==> config.mk <==
export PLATFORM = sky130hd
export DESIGN_NAME = commit_fifo
export DESIGN_NICKNAME = d
export VERILOG_FILES = /design/src/rtl/commit_checker_pkg.sv /design/src/rtl/commit_checker_fifo.sv
export SDC_FILE = /design/constraint.sdc
export NUM_CORES = 1
export LEC_CHECK = 0
export CAP_MARGIN = 20
export CORE_MARGIN = 3
export CORE_UTILIZATION = 32
export CTS_CLUSTER_SIZE = 10
export DETAILED_ROUTE_END_ITERATION = 10
export GPL_TIMING_DRIVEN = 0
export SLEW_MARGIN = 30
export SYNTH_ARGS = -nofsm -noshare
export SYNTH_HDL_FRONTEND = slang
export SYNTH_SLANG_ARGS = --single-unit
==> constraint.sdc <==
create_clock -name clk -period 6.38 [get_ports clk]
set_input_delay 1.276 -clock clk [delete_from_list [all_inputs] [get_ports clk]]
set_output_delay 1.276 -clock clk [all_outputs]
set_load 0.02 [all_outputs]
==> src/rtl/commit_checker_pkg.sv <==
// Shared types for the commit checker: golden/core commit records, failure codes and FSM states.
package commit_checker_pkg;

  localparam int unsigned IDX_W  = 5;
  localparam int unsigned DATA_W = 32;
  localparam int unsigned REC_W  = 1 + IDX_W + DATA_W;

  localparam logic KIND_REG = 1'b0;
  localparam logic KIND_PC  = 1'b1;

  typedef struct packed {
    logic              kind;
    logic [IDX_W-1:0]  idx;
    logic [DATA_W-1:0] data;
  } commit_rec_t;

  typedef enum logic [1:0] {
    FC_NONE     = 2'd0,
    FC_MISMATCH = 2'd1,
    FC_UNDERRUN = 2'd2,
    FC_EXTRA    = 2'd3
  } fail_code_e;

  typedef enum logic [1:0] {
    ST_RUN  = 2'd0,
    ST_DONE = 2'd1,
    ST_FAIL = 2'd2
  } chk_state_e;

  function automatic commit_rec_t reg_event(logic [IDX_W-1:0] idx, logic [DATA_W-1:0] data);
    commit_rec_t r;
    r.kind = KIND_REG;
    r.idx  = idx;
    r.data = data;
    return r;
  endfunction

  // PC redirects carry no register index; it is reported as zero.
  function automatic commit_rec_t pc_event(logic [DATA_W-1:0] data);
    commit_rec_t r;
    r.kind = KIND_PC;
    r.idx  = '0;
    r.data = data;
    return r;
  endfunction

endpackage

==> src/rtl/commit_checker_fifo.sv <==
// Golden-record FIFO: one push port, peek at head and head+1, pop 0..2 entries per cycle.
module commit_fifo
  import commit_checker_pkg::*;
#(
  parameter int unsigned DEPTH = 8
) (
  input  logic                         clk,
  input  logic                         reset,
  input  logic                         push_i,
  input  commit_rec_t                  push_rec_i,
  input  logic                         push_last_i,
  input  logic [1:0]                   pop_i,
  output commit_rec_t                  head_o,
  output logic                         head_last_o,
  output commit_rec_t                  next_o,
  output logic                         next_last_o,
  output logic [$clog2(DEPTH+1)-1:0]   count_o
);

  localparam int unsigned PTR_W = $clog2(DEPTH);
  localparam int unsigned CNT_W = $clog2(DEPTH+1);

  commit_rec_t        rec_q  [DEPTH];
  logic [DEPTH-1:0]   last_q;
  logic [PTR_W-1:0]   wr_ptr_q;
  logic [PTR_W-1:0]   rd_ptr_q;
  logic [PTR_W-1:0]   rd_ptr_nx;
  logic [CNT_W-1:0]   count_q;

  // DEPTH is a power of two, so pointer arithmetic wraps naturally.
  always_ff @(posedge clk or posedge reset) begin
    if (reset) begin
      wr_ptr_q <= '0;
      rd_ptr_q <= '0;
      count_q  <= '0;
    end else begin
      if (push_i) wr_ptr_q <= wr_ptr_q + PTR_W'(1);
      rd_ptr_q <= rd_ptr_q + PTR_W'(pop_i);
      count_q  <= count_q + CNT_W'(push_i) - CNT_W'(pop_i);
    end
  end

  always_ff @(posedge clk) begin
    if (push_i) begin
      rec_q[wr_ptr_q]  <= push_rec_i;
      last_q[wr_ptr_q] <= push_last_i;
    end
  end

  assign rd_ptr_nx   = rd_ptr_q + PTR_W'(1);
  assign head_o      = rec_q[rd_ptr_q];
  assign head_last_o = last_q[rd_ptr_q];
  assign next_o      = rec_q[rd_ptr_nx];
  assign next_last_o = last_q[rd_ptr_nx];
  assign count_o     = count_q;

endmodule

==> impl_metrics.ini, run 1 <==
[floorplan]
coreArea_sq_um = 47100
die_h_um = 226
rows = 79
start_util = 0.329
die_width_um = 226
ios = 126
dieArea_sq_um = 51100

[timing]
finClkSkew_ns = 0.0134
layout_min_cycle_time_ns = 5.27
rsz0062_at_grt = false
slew_headroom = 0.392
setup_tns_ns = 0
finalHoldViolations = 0
slew_violations = 0
finalCritPeriodShare = 0.826
timing.hold.ws_ns = 0.557
timing.fmax_ghz = 0.190
setup_viol = 0
tightest_slew_ns = 0.912

[run]
cap_violations = 0

[clock_tree]
path_clk_slew_ns = 0.05
htreeDepth = 2
cts_sinks = 322
cts_root_buffer = clkbuf_16
post_cts_resized = 0
postCtsSetupBuffers = 0
clockBufferDepth = 3
ctsHoldBuffers = 0
cts_buffers = 39
clk-insertion-delay-late_ns = 0.53
cts_tree = done

[synth]
synth_adder_area_share = 0.00905
ys_seq_area_frac = 0.621
synth.cell_area_sq_um = 15500
synth.mux.area_fraction = 0.203
synth_xor_xnor_area_share = 0.00452
synth-simple-area-share = 0.0828
syn_nets = 973
ys_warn_count = 0
synth_area_per_cell_sq_um = 16.9
synth_compound_area_frac = 0.0449
synth_top_family_by_area = multiplexers
yosys-top-cells-area = edfxtp_1 60%, mux4_1 7.3%, mux4_2 5.1%
syn_inst = 919
ys_ff_latch = 322
synth.distinct_cells = 27
synth_top_area_cell = edfxtp_1
synth_top_area_frac = 0.605

[setup_path]
crit_path_max_fanout = 10
startpoint_type = register
worst_ep_arrival_time_ns = 4.00
cp-end-kind = primary output
path_class = reg -> out
critPathRequiredTime_ns = 5.10

[global_route]
grt_pass1_vias = 10000
top_usage_layer = met2
met2_usage = 0.291
gr-total-overflow = 0
grt.met1_usage = 0.240
use_met3 = 0.0335
antenna_found_initial = 3
grt_usage = 0.178
grt_pass1_wl_um = 66400
grt_max_degree = 18

[finish]
final_util = 0.405
final_common_cell = edfxtp_1
layout_common_cells = 312 x edfxtp_1, 125 x clkdlybuf4s50_1
nNetsFinal = 1165
layout-drive-gt1-share = 0.162
areaGrowthSynthToFinish_pct = 23.3

[routing]
wl_per_cell_um = 26.5
ant_nets = 0
first_iter_violations = 836
dr.pass1.iters = 5
route.detailed.drc = 0
totalWireLength_um = 46000
avgViaCountPerCell = 5.56
vias = 9655

[status]
status = completed

[place]
dp_hpwl_um = 31000
gp_congestion = 0.745
io_buffers = 125

[min_path]
hold_class = reg -> reg
-- flip-flops by register name (all words and copies together) (netlist names) --
signal and count:
rd_ptr_q 3, count_o 4, wr_ptr_q 3, last_q 8, rec_q 304
-- logic make-up after synthesis --
| logic type | Yosys count |
|---|---|
| AOI/OAI and AO/OA | 80 |
| xor gates and xnor gates | 8 |
| adders and majority gates | 10 |
| buffers and inverters | 94 |
| DFF | 322 |
| muxes | 196 |
| and+or+nand+nor | 209 |
-- worst paths after layout --
path                                          from                      end  slack [ns]  depth (start not counted)
setup / recovery             rd_ptr_q[0]$_DFF_PP0_               next_o[16]        1.11                          7
hold / removal             wr_ptr_q[1]$_DFFE_PP0P_  wr_ptr_q[1]$_DFFE_PP0P_        0.56                          1
setup reg to reg           wr_ptr_q[1]$_DFFE_PP0P_   rec_q[2][11]$_DFFE_PP_        4.15                          5
hold reg to reg            wr_ptr_q[1]$_DFFE_PP0P_  wr_ptr_q[1]$_DFFE_PP0P_        0.56                          1
max in group asynchronous                    reset    rd_ptr_q[0]$_DFF_PP0_        5.06                          2
min in group asynchronous                    reset     count_o[3]$_DFF_PP0_        1.03                          2
-- area by class of cell --
cell class,count,area [sq um]
clock buffer,55,1080
inverter,12,45.0
sequential,322,9620
buffer,82,488
antenna,1,2.50
multi-input combinational,503,5390
fill,4246,28100
timing repair buffer,151,1700
tap,607,759
clock inverter,3,15.0
-- cell usage after synthesis --
master,count
a2111oi_0,78
a21o_1,1
a21oi_1,1
and3_1,78
buf_1,2
buf_12,7
buf_2,14
buf_4,9
buf_6,2
clkbuf_1,48
dfrtp_1,10
edfxtp_1,312
fa_1,2
ha_1,8
inv_1,12
mux2_2,40
mux2i_1,78
mux4_1,43
mux4_2,35
nand2_1,3
nand2b_1,3
nor2_1,6
nor2b_1,78
nor3_1,2
nor4_1,39
xnor2_1,6
xor2_1,2
-- stage by stage --
| stage | cell area (sq um) | setup slack, ns | std cells |
|---|---|---|---|
| floorplan | 15500 | 1.85 | 919 |
| finish | 19100 | 1.11 | 1736 |
| global placement | 17500 | -1.96 | 1651 |
| global route | 19100 | 0.974 | 1735 |
| CTS | 19100 | 1.10 | 1735 |
| detailed placement | 18000 | 1.72 | 1677 |
-- worst max-delay path: stages, from the launching register on --
cell             delay, ns
dfrtp_1               0.46
ha_1                  0.32
buf_2                 0.27
buf_4                 0.25
clkbuf_1              0.59
a2111oi_0             0.26
nor4_1                0.58
clkdlybuf4s50_1       0.72
-- routing by layer --
| metal | up-vias | part of all wire |
|---|---|---|
| met5 | - | 0.00022 |
| met3 | 89 | 0.067 |
| met1 | 4944 | 0.42 |
| li1 | 4215 | - |
| met2 | 405 | 0.48 |
| met4 | 2 | 0.032 |
Power of run 1 is not shown: default switching activity piles up to over one toggle a cycle in this logic, so the estimate is an artifact.
==> run 2, diff against run 1 <==
==> constraint.sdc (replaced) <==
create_clock -name clk -period 4.7 [get_ports clk]
set_input_delay 0.94 -clock clk [delete_from_list [all_inputs] [get_ports clk]]
set_output_delay 0.94 -clock clk [all_outputs]
set_load 0.02 [all_outputs]
==> impl_metrics.ini, run 2 (synthesis results as in run 1) <==
[setup_path]
crit_top_cell = buf_4
startpoint_type = register
crit_path_max_fanout = 10
critical_path.max_stage_delay_ns = 0.73
critPathSlowestCell = clkdlybuf4s50_1
critPathRequiredTime_ns = 3.76
cp_cell_sequence = ha_1 -> buf_2 -> buf_4 -> buf_4 -> mux2i_1 -> and3_1 -> nor4_1 -> clkdlybuf4s50_1
cp-end-kind = primary output
worst_ep_arrival_time_ns = 3.68
path_class = reg -> out

[floorplan]
start_util = 0.329
die_h_um = 226
dieArea_sq_um = 51100
coreArea_sq_um = 47100
die_width_um = 226
ios = 126
rows = 79

[routing]
avgViaCountPerCell = 5.61
wl_per_cell_um = 26.5
vias = 9755
ant_nets = 0
dr.pass1.iters = 5
totalWireLength_um = 46100
route.detailed.drc = 0
first_iter_violations = 848

[finish]
layout-drive-gt1-share = 0.182
nNetsFinal = 1165
largest-register = rec_q
final.fill_count = 4230
final_common_cell = edfxtp_1
largest_reg_flops = 304
layout_common_cells = 312 x edfxtp_1, 125 x clkdlybuf4s50_1
areaGrowthSynthToFinish_pct = 23.8

[timing]
setup_ws_ns = 0.0793
setup_tns_ns = 0
finClkSkew_ns = 0.0143
slew_headroom = 0.419
setup_viol = 0
timing.fmax_ghz = 0.216
finalHoldViolations = 0
tightest_slew_ns = 0.872
slew_violations = 0
layout_min_cycle_time_ns = 4.62
finalCritPeriodShare = 0.983
rsz0062_at_grt = false

[global_route]
grt_pass1_wl_um = 66400
antenna_found_initial = 3
gr-total-overflow = 0
grt_pass1_vias = 10000
grt_usage = 0.178
grt_max_degree = 18

[place]
dpl_worst_slack_ns = 0.371
gp_congestion = 0.745
dp_hpwl_um = 31000
io_buffers = 125

[clock_tree]
cts_buffers = 39
cts_sinks = 322
ctsHoldBuffers = 0
path_clk_slew_ns = 0.05
cts_root_buffer = clkbuf_16
clockBufferDepth = 3
htreeDepth = 2
clk-insertion-delay-late_ns = 0.53
cts_tree = done

[status]
status = completed

[min_path]
hold_class = reg -> reg

[run]
cap_violations = 0
[run 2: cell types whose count changed in the layout (fill, tap and decap cells not counted)]
cell      before  now
nor4_2         0    8
nor4_1        39   31
diode_2        1    3
clkbuf_1      62   48
clkbuf_2       0   14
[run 2: repair_timing]
item	CTS	global route
buffers inserted	0	0
endpoints found under the setup margin	23	16
gates resized for setup	15	11
endpoints found under the hold margin	0	0
[run 2: worst max-delay path, delay by kind of cell (launching register included)]
kind	cells	cell delay, ns
buf+inv	4	1.52
mux	1	0.11
flops	1	0.47
simple gates	2	0.72
fa+ha+maj	1	0.32
[run 2: per-layer routing]
layer | vias up | GRT usage | wire length [um]
met5 | - | 0 | 0
met4 | 0 | 0.0627 | 1440
met3 | 85 | 0.0352 | 3280
met2 | 441 | 0.292 | 22100
met1 | 5011 | 0.237 | 19300
li1 | 4218 | - | -
[run 2: path summary, 6_finish.rpt]
| check | cells after the start | startpoint | slack (ns) | to |
|---|---|---|---|---|
| max | 8 | rd_ptr_q[0]$_DFF_PP0_ | 0.08 | next_o[0] |
| min | 1 | wr_ptr_q[1]$_DFFE_PP0P_ | 0.56 | wr_ptr_q[1]$_DFFE_PP0P_ |
| max reg2reg | 5 | wr_ptr_q[1]$_DFFE_PP0P_ | 2.48 | rec_q[2][11]$_DFFE_PP_ |
| min reg2reg | 1 | wr_ptr_q[1]$_DFFE_PP0P_ | 0.56 | wr_ptr_q[1]$_DFFE_PP0P_ |
| max in group asynchronous | 2 | reset | 3.71 | rd_ptr_q[0]$_DFF_PP0_ |
| min in group asynchronous | 2 | reset | 0.70 | count_o[3]$_DFF_PP0_ |
[run 2: area by class of cell]
cell class	instances	area, sq um	area share
flip-flops and latches	322	9620	0.502
multi-input cells	503	5440	0.284
repair buffers	151	1700	0.0886
clock buffers	55	1080	0.0563
well taps	607	759	0.0396
plain buffers	82	505	0.0264
inverters	12	45.0	0.00235
clock inverters	3	15.0	0.000783
diodes	3	7.51	0.000392
[run 2: through the flow]
stage / util / cell area [sq um] / hold WS, ns / instances
after detailed placement: 0.382 / 18000 / 0.545 / 1677
after global routing: 0.406 / 19200 / 0.579 / 1735
after floorplan: - / 15500 / 0.515 / 919
after CTS: 0.406 / 19100 / 0.557 / 1735
after global placement: 0.371 / 17500 / 0.540 / 1651
final: 0.407 / 19200 / 0.557 / 1738
Power of run 2 is left out for the same reason.
